File: src/rtl/rf_text_pkg.sv
// Shared types and constants for the text-cell fetch path.
// Holds the fetch state encoding and the default screen RAM size.
package rf_text_pkg;

    localparam int unsigned TEXT_CELL_COUNT_DFLT = 16384;
    localparam int unsigned CELL_W               = 64;

    typedef enum logic [1:0] {
        IDLE  = 2'd0,
        FETCH = 2'd1,
        DRAIN = 2'd2
    } fetch_state_e;

endpackage

File: src/rtl/rf_text_cell_fifo.sv
// Synchronous cell buffer with occupancy count and a single-cycle flush.
// DEPTH must be a power of two so the pointers wrap naturally.
module rf_text_cell_fifo
    import rf_text_pkg::*;
#(
    parameter  int unsigned DEPTH = 4,
    parameter  int unsigned WIDTH = CELL_W,
    localparam int unsigned PW    = $clog2(DEPTH),
    localparam int unsigned CW    = PW + 1
) (
    input  logic             clk,
    input  logic             rst,
    input  logic             flush,
    input  logic             push,
    input  logic [WIDTH-1:0] wr_data,
    input  logic             pop,
    output logic [WIDTH-1:0] rd_data,
    output logic             rd_vld,
    output logic [CW-1:0]    count
);

    logic [WIDTH-1:0] mem_r [DEPTH];
    logic [PW-1:0]    wr_ptr_r;
    logic [PW-1:0]    rd_ptr_r;
    logic [CW-1:0]    count_r;
    logic             do_push_s;
    logic             do_pop_s;

    // Qualify push/pop: flush discards both, and full/empty block them.
    always_comb begin
        do_push_s = push && !flush && (count_r != CW'(DEPTH));
        do_pop_s  = pop && !flush && (count_r != {CW{1'b0}});
    end

    // Pointer and occupancy bookkeeping.
    always_ff @(posedge clk) begin
        if (rst || flush) begin
            wr_ptr_r <= {PW{1'b0}};
            rd_ptr_r <= {PW{1'b0}};
            count_r  <= {CW{1'b0}};
        end else begin
            if (do_push_s) begin
                wr_ptr_r <= wr_ptr_r + PW'(1);
            end
            if (do_pop_s) begin
                rd_ptr_r <= rd_ptr_r + PW'(1);
            end
            case ({do_push_s, do_pop_s})
                2'b10:   count_r <= count_r + CW'(1);
                2'b01:   count_r <= count_r - CW'(1);
                default: count_r <= count_r;
            endcase
        end
    end

    // Cell storage; contents only matter where count says they are valid.
    always_ff @(posedge clk) begin
        if (do_push_s) begin
            mem_r[wr_ptr_r] <= wr_data;
        end
    end

    // Head presentation, forced to zero whenever the buffer is empty.
    always_comb begin
        rd_vld = (count_r != {CW{1'b0}});
        count  = count_r;
        if (rd_vld) begin
            rd_data = mem_r[rd_ptr_r];
        end else begin
            rd_data = {WIDTH{1'b0}};
        end
    end

endmodule

File: src/rtl/rf_text_cell_fetch.sv
// Fetches one row of 64-bit text cells from screen RAM into a small buffer.
// Optional underrun counter is built when RF_TEXT_FETCH_UNDERRUN_EN is defined.
module rf_text_cell_fetch
    import rf_text_pkg::*;
#(
    parameter  int unsigned TEXT_CELL_COUNT = TEXT_CELL_COUNT_DFLT,
    parameter  int unsigned FIFO_DEPTH      = 4,
    localparam int unsigned AWID            = $clog2(TEXT_CELL_COUNT)
) (
    input  logic            clk_i,
    input  logic            rst_i,
    input  logic            start_i,
    input  logic [AWID-1:0] row_base_i,
    input  logic [7:0]      cols_i,
    output logic            ram_cs_o,
    output logic [AWID-1:0] ram_adr_o,
    input  logic [63:0]     ram_dat_i,
    output logic [63:0]     cell_o,
    output logic            cell_vld_o,
    input  logic            cell_rdy_i,
    output logic            busy_o,
    output logic            done_o,
    output logic [15:0]     underrun_cnt_o
);

    localparam int unsigned     CW       = $clog2(FIFO_DEPTH) + 1;
    localparam int unsigned     IW       = CW + 1;
    localparam logic [AWID-1:0] LAST_ADR = AWID'(TEXT_CELL_COUNT - 1);

    fetch_state_e    state_r;
    fetch_state_e    state_step_s;
    fetch_state_e    state_nxt_s;
    logic [7:0]      cols_r;
    logic [7:0]      issued_r;
    logic [7:0]      xfer_r;
    logic            ram_cs_r;
    logic [AWID-1:0] ram_adr_r;
    logic            pend_r;
    logic            done_r;
    logic [CW-1:0]   count_s;
    logic [IW-1:0]   inflight_s;
    logic            fifo_vld_s;
    logic [63:0]     fifo_dat_s;
    logic            issue_s;
    logic            pop_s;
    logic            final_xfer_s;
    logic [AWID-1:0] adr_inc_s;

    rf_text_cell_fifo #(
        .DEPTH (FIFO_DEPTH),
        .WIDTH (64)
    ) u_fifo (
        .clk     (clk_i),
        .rst     (rst_i),
        .flush   (start_i),
        .push    (pend_r),
        .wr_data (ram_dat_i),
        .pop     (pop_s),
        .rd_data (fifo_dat_s),
        .rd_vld  (fifo_vld_s),
        .count   (count_s)
    );

    // Transfer detection, buffer pressure and the wrapped next address.
    always_comb begin
        pop_s        = fifo_vld_s && cell_rdy_i;
        final_xfer_s = pop_s && (state_r != IDLE) && (xfer_r == (cols_r - 8'd1));
        // Occupancy plus the read on the bus plus the read whose data lands this cycle.
        inflight_s   = {1'b0, count_s} + IW'(ram_cs_r) + IW'(pend_r);
        if (ram_adr_r == LAST_ADR) begin
            adr_inc_s = {AWID{1'b0}};
        end else begin
            adr_inc_s = ram_adr_r + AWID'(1);
        end
    end

    // Next-state and read-issue decision; a start request overrides everything.
    always_comb begin
        state_step_s = state_r;
        state_nxt_s  = state_r;
        issue_s      = 1'b0;
        case (state_r)
            IDLE: begin
                state_step_s = IDLE;
            end
            FETCH: begin
                if (issued_r == cols_r) begin
                    state_step_s = DRAIN;
                end else begin
                    state_step_s = FETCH;
                    issue_s      = (inflight_s < IW'(FIFO_DEPTH));
                end
            end
            DRAIN: begin
                if (final_xfer_s) begin
                    state_step_s = IDLE;
                end else begin
                    state_step_s = DRAIN;
                end
            end
            default: begin
                state_step_s = IDLE;
            end
        endcase
        if (start_i) begin
            if (cols_i != 8'd0) begin
                state_nxt_s = FETCH;
            end else begin
                state_nxt_s = IDLE;
            end
        end else begin
            state_nxt_s = state_step_s;
        end
    end

    // Row control: capture the request, sequence reads, count transfers.
    always_ff @(posedge clk_i) begin
        if (rst_i) begin
            state_r   <= IDLE;
            cols_r    <= 8'd0;
            issued_r  <= 8'd0;
            xfer_r    <= 8'd0;
            ram_cs_r  <= 1'b0;
            ram_adr_r <= {AWID{1'b0}};
            pend_r    <= 1'b0;
            done_r    <= 1'b0;
        end else begin
            state_r <= state_nxt_s;
            // A restart drops the data of any read already on the bus.
            pend_r  <= ram_cs_r && !start_i;
            if (start_i) begin
                cols_r <= cols_i;
                xfer_r <= 8'd0;
                done_r <= (cols_i == 8'd0);
                if (cols_i != 8'd0) begin
                    ram_cs_r  <= 1'b1;
                    ram_adr_r <= row_base_i;
                    issued_r  <= 8'd1;
                end else begin
                    ram_cs_r <= 1'b0;
                    issued_r <= 8'd0;
                end
            end else begin
                done_r   <= final_xfer_s;
                ram_cs_r <= issue_s;
                if (issue_s) begin
                    ram_adr_r <= adr_inc_s;
                    issued_r  <= issued_r + 8'd1;
                end
                if (pop_s) begin
                    xfer_r <= xfer_r + 8'd1;
                end
            end
        end
    end

`ifdef RF_TEXT_FETCH_UNDERRUN_EN
    logic [15:0] underrun_r;

    // Saturating count of cycles where the consumer waits on an empty buffer.
    always_ff @(posedge clk_i) begin
        if (rst_i) begin
            underrun_r <= 16'h0000;
        end else if ((state_r != IDLE) && cell_rdy_i && !fifo_vld_s && (underrun_r != 16'hFFFF)) begin
            underrun_r <= underrun_r + 16'h0001;
        end
    end

    assign underrun_cnt_o = underrun_r;
`else
    assign underrun_cnt_o = 16'h0000;
`endif

    assign ram_cs_o   = ram_cs_r;
    assign ram_adr_o  = ram_adr_r;
    assign cell_o     = fifo_dat_s;
    assign cell_vld_o = fifo_vld_s;
    assign busy_o     = (state_r != IDLE);
    assign done_o     = done_r;

endmodule

File: config.mk
export PLATFORM = sky130hd
export DESIGN_NAME = rf_text_cell_fetch
export DESIGN_NICKNAME = d
export VERILOG_FILES = /design/src/rtl/rf_text_pkg.sv /design/src/rtl/rf_text_cell_fifo.sv /design/src/rtl/rf_text_cell_fetch.sv
export SDC_FILE = /design/constraint.sdc
export NUM_CORES = 1
export LEC_CHECK = 0
export ABC_CLOCK_PERIOD_IN_PS = 2700
export CAP_MARGIN = 40
export CORE_MARGIN = 10
export CORE_UTILIZATION = 40
export CTS_CLUSTER_DIAMETER = 40
export CTS_CLUSTER_SIZE = 30
export DETAILED_ROUTE_END_ITERATION = 16
export GPL_TIMING_DRIVEN = 0
export HOLD_SLACK_MARGIN = 0.15
export PLACE_DENSITY = 0.74
export SETUP_SLACK_MARGIN = 0.2
export SLEW_MARGIN = 20
export SYNTH_ARGS = -nofsm -noshare
export SYNTH_HDL_FRONTEND = slang
export SYNTH_SLANG_ARGS = --single-unit
File: constraint.sdc
create_clock -name clk_i -period 2.7 [get_ports clk_i]
set_input_delay 0.27 -clock clk_i [delete_from_list [all_inputs] [get_ports clk_i]]
set_output_delay 0.27 -clock clk_i [all_outputs]
set_load 0.03 [all_outputs]
Word level (Yosys, flattened, before mapping) --
Memory sizes are Yosys's and may differ from the RTL's. A register that Yosys moved wholly into a read port is not among the register bits. Cells that the tools add are included.
Cells by class: eq/ne operators 9, reduce and logical (&&, ||, !) cells 18, multiplexer cells 23, add/sub/neg operators 10, $lt $le $gt $ge 1
Operators by type and width (number):
- two-way mux 64 bit | 1
- two-way mux 14 bit | 4
- adder 8 x 1 -> 8 bit, second input constant | 2
- equality test 8 bit | 2
- two-way mux 8 bit | 2
- adder 14 x 1 -> 14 bit, second input constant | 1
- equality test 14 bit, second input constant | 1
- two-way mux 2 bit | 5
- two-way mux 1 bit | 9
- logical AND 1 bit | 8
- zero test 8 bit | 1
- nonzero test 8 bit | 1
- subtractor 8 x 1 -> 8 bit, second input constant | 1
- one-hot mux 3 bit (2 select lines) | 1
- nonzero test 2 bit | 3
- adder 2 x 1 -> 2 bit, second input constant | 2
- adder 3 x 1 -> 4 bit | 1
- adder 4 x 1 -> 4 bit | 1
- equality test 2 x 1 -> 1 bit, second input constant | 2
- equality test 2 bit, second input constant | 2
- < comparator 4 x 3 -> 1 bit, second input constant | 1
- one-hot mux 2 bit (2 select lines) | 1
- adder 3 x 1 -> 3 bit, second input constant | 1
- != test 3 bit, second input constant | 1
- 7 further kinds | 7
Storage, ports and cells: bits in registers 50, input port bits 90, bits in writable memories 256, output and inout port bits 98, memories 1, logic and storage cells 73
Memories:
- u_fifo.mem_r | words 4, bits a word 64, read ports 1, clocked after memory_dff 1, wr ports 1, RTL line rf_text_cell_fifo.sv:22 | logic [WIDTH-1:0] mem_r [DEPTH];

Logic depth before layout (Yosys ltp) --
depth in word-level cells 7, gate-level depth with buffers 11, depth with buffers taken out 11

Modules after synthesis --
From an unflattened synthesis, not the netlist that was laid out.
Second synthesis, totals: cells, all modules 782, area total of the unflattened synthesis 12886.1 um^2
Modules (own cells, without submodules):
- rf_text_cell_fifo | cells each 460, area an instance 10218.6 um^2, sequential area each 7867.5 um^2, instances 1
- rf_text_cell_fetch | cells each 322, area an instance 2667.6 um^2, sequential area each 860.8 um^2, instances 1

Worst setup path before layout --
No wires, ideal clock.
path kind flip-flop to flip-flop, start point reg u_fifo.count_r[0], in the netlist u_fifo.count[0], end point mem u_fifo.mem_r[0][0] (enable), stages on the path, launching flop included 6, data required time 2271 ps, setup time 429 ps, slack -71 ps, arrival time 2342 ps, path buffers 0, cells stage by stage dfxtp_1 inv_1 nand3_1 nand2_1 nor2_1 and2_1
Between the ends: longest elaborated chain between the ends 4
Ends and longest elaborated chain:
- start, declared | RTL line rf_text_cell_fifo.sv:25 | logic [CW-1:0] count_r;
- start signal, assigned | RTL line rf_text_cell_fifo.sv:40 | count_r <= {CW{1'b0}};
- start signal, assigned | RTL line rf_text_cell_fifo.sv:49 | 2'b10: count_r <= count_r + CW'(1);
- start signal, assigned | RTL line rf_text_cell_fifo.sv:50 | 2'b01: count_r <= count_r - CW'(1);
- != test 3 bit | RTL line rf_text_cell_fifo.sv:31 | do_push_s = push && !flush && (count_r != CW'(DEPTH));
- logical AND 1 bit | RTL line rf_text_cell_fifo.sv:31
- two-way mux 1 bit | RTL line rf_text_cell_fifo.sv:58 | if (do_push_s) begin
- two-way mux 1 bit (not written as such) | RTL line rf_text_cell_fifo.sv:59 | mem_r[wr_ptr_r] <= wr_data;
- end, declared | RTL line rf_text_cell_fifo.sv:22
Every way passes these cells.

==> run_results.csv <==
group,metric,value,unit
setup_path,crit_arrival,2.23,ns
clocking,numClockSinks,308,
setup_path,slowest_delay,0.52,ns
yosys,synth_area_leader_cell,"edfxtp_1",
place,gp_congestion,0.851,
yosys,syn_area,0.0127,mm²
setup_path,crit_path_top_delay_cell,"mux4_2",
grt,grt_pass1_wl,43300,µm
setup_path,crit_fanout,10,
yosys,synth.area.top_cells,"edfxtp_1 61%, mux4_2 11%, dfxtp_1 8.2%",
yosys,synth_cells,772,
power,p_seq_share,45.9,%
yosys,synth_top_area_share,60.6,%
power,p_sw_share,21.3,%
setup_path,cp_cell_sequence,"clkbuf_16 -> buf_12 -> mux4_2 -> and2_1 -> dlygate4sd2_1",
place,dp_hpwl,18800,µm
place,dp.cells,1363,
yosys,yosys_register_bits,308,
hold_path,hold_path.class,"in -> reg",
power,p_comb_share,5.0,%
grt,grt_max_degree,46,
sta,max_freq,401,MHz
clocking,insertion_delay,0.52,ns
setup_path,r2r_setup_slack,0.37,ns
power,powerDensity,690,mW/mm²
power,p_int,0.00896,W
layout,fin_cells,1444,
yosys,synth-main-ff-cell,"edfxtp_1",
yosys,syn_avg_cell_area,16.4,µm²
sta,fin_tns_setup,0,ns
clocking,cts_hold_buf,0,
grt,grtUsageMet1,17.5,%
hold_path,hold_depth,4,
sta,finClkSkew,0.0217,ns
floorplan,die_h,198,µm
power,p_total,0.0114,W
yosys,yosysMostFrequentCell,"edfxtp_1",
floorplan,initial_core_util,40.4,%
power,clkPwrFrac,49.1,%
detailed_routing,initialDrtViolationCount,339,
power,leakage,5.62,nW
sta,layout_min_cycle_time,2.50,ns
setup_path,reg2reg_depth,9,
grt,overflow,0,
grt,grt_pass1_vias,7585,
clocking,cts_tree,"done",
yosys,synth_cell_type_count,53,
detailed_routing,drc,0,
setup_path,reg2reg_from,"u_fifo.count[0]",
clocking,cts_max_level,2,
detailed_routing,vias,7333,
layout,drive_gt1_share,24.9,%
grt,grt-busiest-layer,"met2",
floorplan,row_count,65,
detailed_routing,drtPass1Iterations,5,
setup_path,required,2.43,ns
sta,setup_violations,0,
outcome,status,"completed",
yosys,synth-async-reset-ratio,0,%
sta,timing.final.max_slew_violations,0,
sta,fin_crit_sh,92.5,%
detailed_routing,postRouteAntennaNets,0,
sta,relSlewSlack,57.0,%
sta,rsz0062_at_grt,"yes",
setup_path,worst-path-buf-inv,3,
detailed_routing,wl,28000,µm
floorplan,num_io_pins,188,
yosys,ys_warn_count,0,
run,max-cap-violations,0,
layout,areaGrowthSynthToFinish,30.1,%
grt,grtUsageTotal,14.0,%
power,switchingPower,0.00243,W
setup_path,crit_type,"reg -> out",
setup_path,crit_family,"buffers and inverters",
yosys,synthTopCellsByCount,"256 x edfxtp_1, 70 x and2_1, 64 x mux4_2",
hold_path,hp-start,"start_i",
clocking,root_buffer,"clkbuf_16",
place,io_buffers,170,
setup_path,r2r-end,"u_fifo.count[2]",
floorplan,coreArea,0.0314,mm²
setup_path,startpoint_type,"flop",
power,ir_worst_vdd,448,µV
clocking,clkSlewWorstSetupHoldPaths,0.06,ns
sta,tightest_slew,0.645,ns
grt,antenna_found_initial,3,
grt,grt.met2_usage,23.3,%
place,place_ws,-0.319,ns
grt,grt_use_met3,4.45,%
yosys,synth_edf_count,256,
sta,hold_violations,0,
clocking,clockBufferDepth,3,
yosys,ys_seq_area_share,68.8,%
clocking,cts_made_buffers,41,
floorplan,die_x,198,µm
detailed_routing,wl_per_cell,19.4,µm
setup_path,critPathCaptureType,"output pin",
layout,fin_nets,1112,
sta,fin_ws,0.204,ns
detailed_routing,routed_via_density,5.08,
floorplan,dieArea,0.0392,mm²
layout,final.fill_count,2540,
worst max-delay path by stage:
stage                    endpoint  cells past startpoint  slack (ns)       startpoint
6_report               cell_o[20]                      5        0.20             flop
5_1_grt                cell_o[20]                      5        0.12             flop
4_1_cts                cell_o[13]                      5        0.08             flop
3_5_place_dp           cell_o[12]                      5       -0.32             flop
3_3_place_gp           cell_o[12]                      5       -0.31             flop
2_1_floorplan  u_fifo.mem_r[0][0]                      5        0.63  u_fifo.count[0]
per-stage QoR:
stage	cell area (µm²)	utilization [%]	hold WS, ns
CTS	16700	53.1	0.244
floorplan	12700	-	0.369
detailed placement	15100	48.0	0.462
global route	16500	52.6	0.291
finish	16500	52.6	0.263
global placement	15000	47.6	0.469
worst min-delay path: stages:
cell and delay, ns:
clkbuf_8 0.14, nor2_1 0.09, xnor2_1 0.18, nor2_1 0.04
cell type report:
type / instances / area [µm²] / area share [%]
inverter: 16 / 60.1 / 0.364
multi-input combinational: 406 / 3630 / 22.0
timing repair buffer: 178 / 1620 / 9.79
buffer: 57 / 499 / 3.02
tap: 402 / 503 / 3.05
sequential: 308 / 8730 / 52.9
clock inverter: 28 / 363 / 2.20
clock buffer: 48 / 1100 / 6.69
antenna: 1 / 2.50 / 0.0152
flip-flops by register name (all words and copies together), names as in the netlist, named ones only:
register,count
cols_r,8
done_o,1
issued_r,8
pend_r,1
ram_adr_o,14
ram_cs_o,1
state_r,2
u_fifo.count,3
u_fifo.mem_r,256
u_fifo.rd_ptr_r,2
u_fifo.wr_ptr_r,2
xfer_r,8
layer usage:
| metal | wire (µm) | vias to the layer above |
|---|---|---|
| li1 | - | 3417 |
| met1 | 12100 | 3669 |
| met2 | 13500 | 196 |
| met3 | 1920 | 47 |
| met4 | 411 | 4 |
| met5 | 31 | - |
repair_timing:
item | 4_1_cts | 5_1_grt
endpoints found under the hold margin | 0 | 0
resized for setup | 183 | 92
setup endpoints to repair | 65 | 56
cloned | 0 | 1
setup buffers | 0 | 3
cells by family (layout without fill, tap and decap cells):
group | count (synthesis) | count (layout) | share of synthesized area [%]
XOR/XNOR | 40 | 40 | 2.82
AND/OR/NAND/NOR | 204 | 204 | 8.47
other | 1 | 17 | 0.0296
buffers and inverters | 73 | 327 | 3.14
flip-flops | 308 | 308 | 68.8
multiplexers | 74 | 74 | 12.2
AO/OA/AOI/OAI | 58 | 58 | 3.14
adder cells (fa/ha/maj) | 14 | 14 | 1.44
power by group through the flow:
stage	registers, W	logic [W]	clock network [W]
after floorplan	0.00536	0.000259	0
after global placement	0.00533	0.000557	0
after detailed placement	0.00533	0.000572	0
after CTS	0.00523	0.000572	0.00573
after global routing	0.00523	0.000617	0.00595
final	0.00523	0.000569	0.00559
cells in the final DEF, fill, tap and decap left out, types with 5 or more instances in the layout:
cell | Yosys | routed
edfxtp_1 | 256 | 256
clkdlybuf4s50_1 | 0 | 105
and2_1 | 70 | 66
mux4_2 | 64 | 64
nor2_1 | 61 | 61
dfxtp_1 | 52 | 51
clkbuf_16 | 0 | 44
clkbuf_2 | 0 | 30
xnor2_1 | 27 | 27
buf_4 | 17 | 21
buf_2 | 8 | 20
nand2_1 | 17 | 17
clkbuf_1 | 27 | 17
a21oi_1 | 17 | 17
conb_1 | 1 | 16
inv_1 | 15 | 15
ha_1 | 13 | 13
clkdlybuf4s15_2 | 0 | 13
nand4_1 | 12 | 12
nor3_1 | 12 | 12
xor2_1 | 12 | 12
nand3_1 | 11 | 11
a211oi_1 | 10 | 10
mux2i_1 | 10 | 10
clkbuf_4 | 0 | 9
clkbuf_8 | 5 | 7
buf_12 | 0 | 7
inv_6 | 0 | 7
dlygate4sd2_1 | 0 | 6
o21ai_0 | 5 | 5
bufinv_16 | 0 | 5
clkinvlp_4 | 0 | 5
clkinv_4 | 0 | 5
No activity file was read; power rests on OpenSTA's default activity.
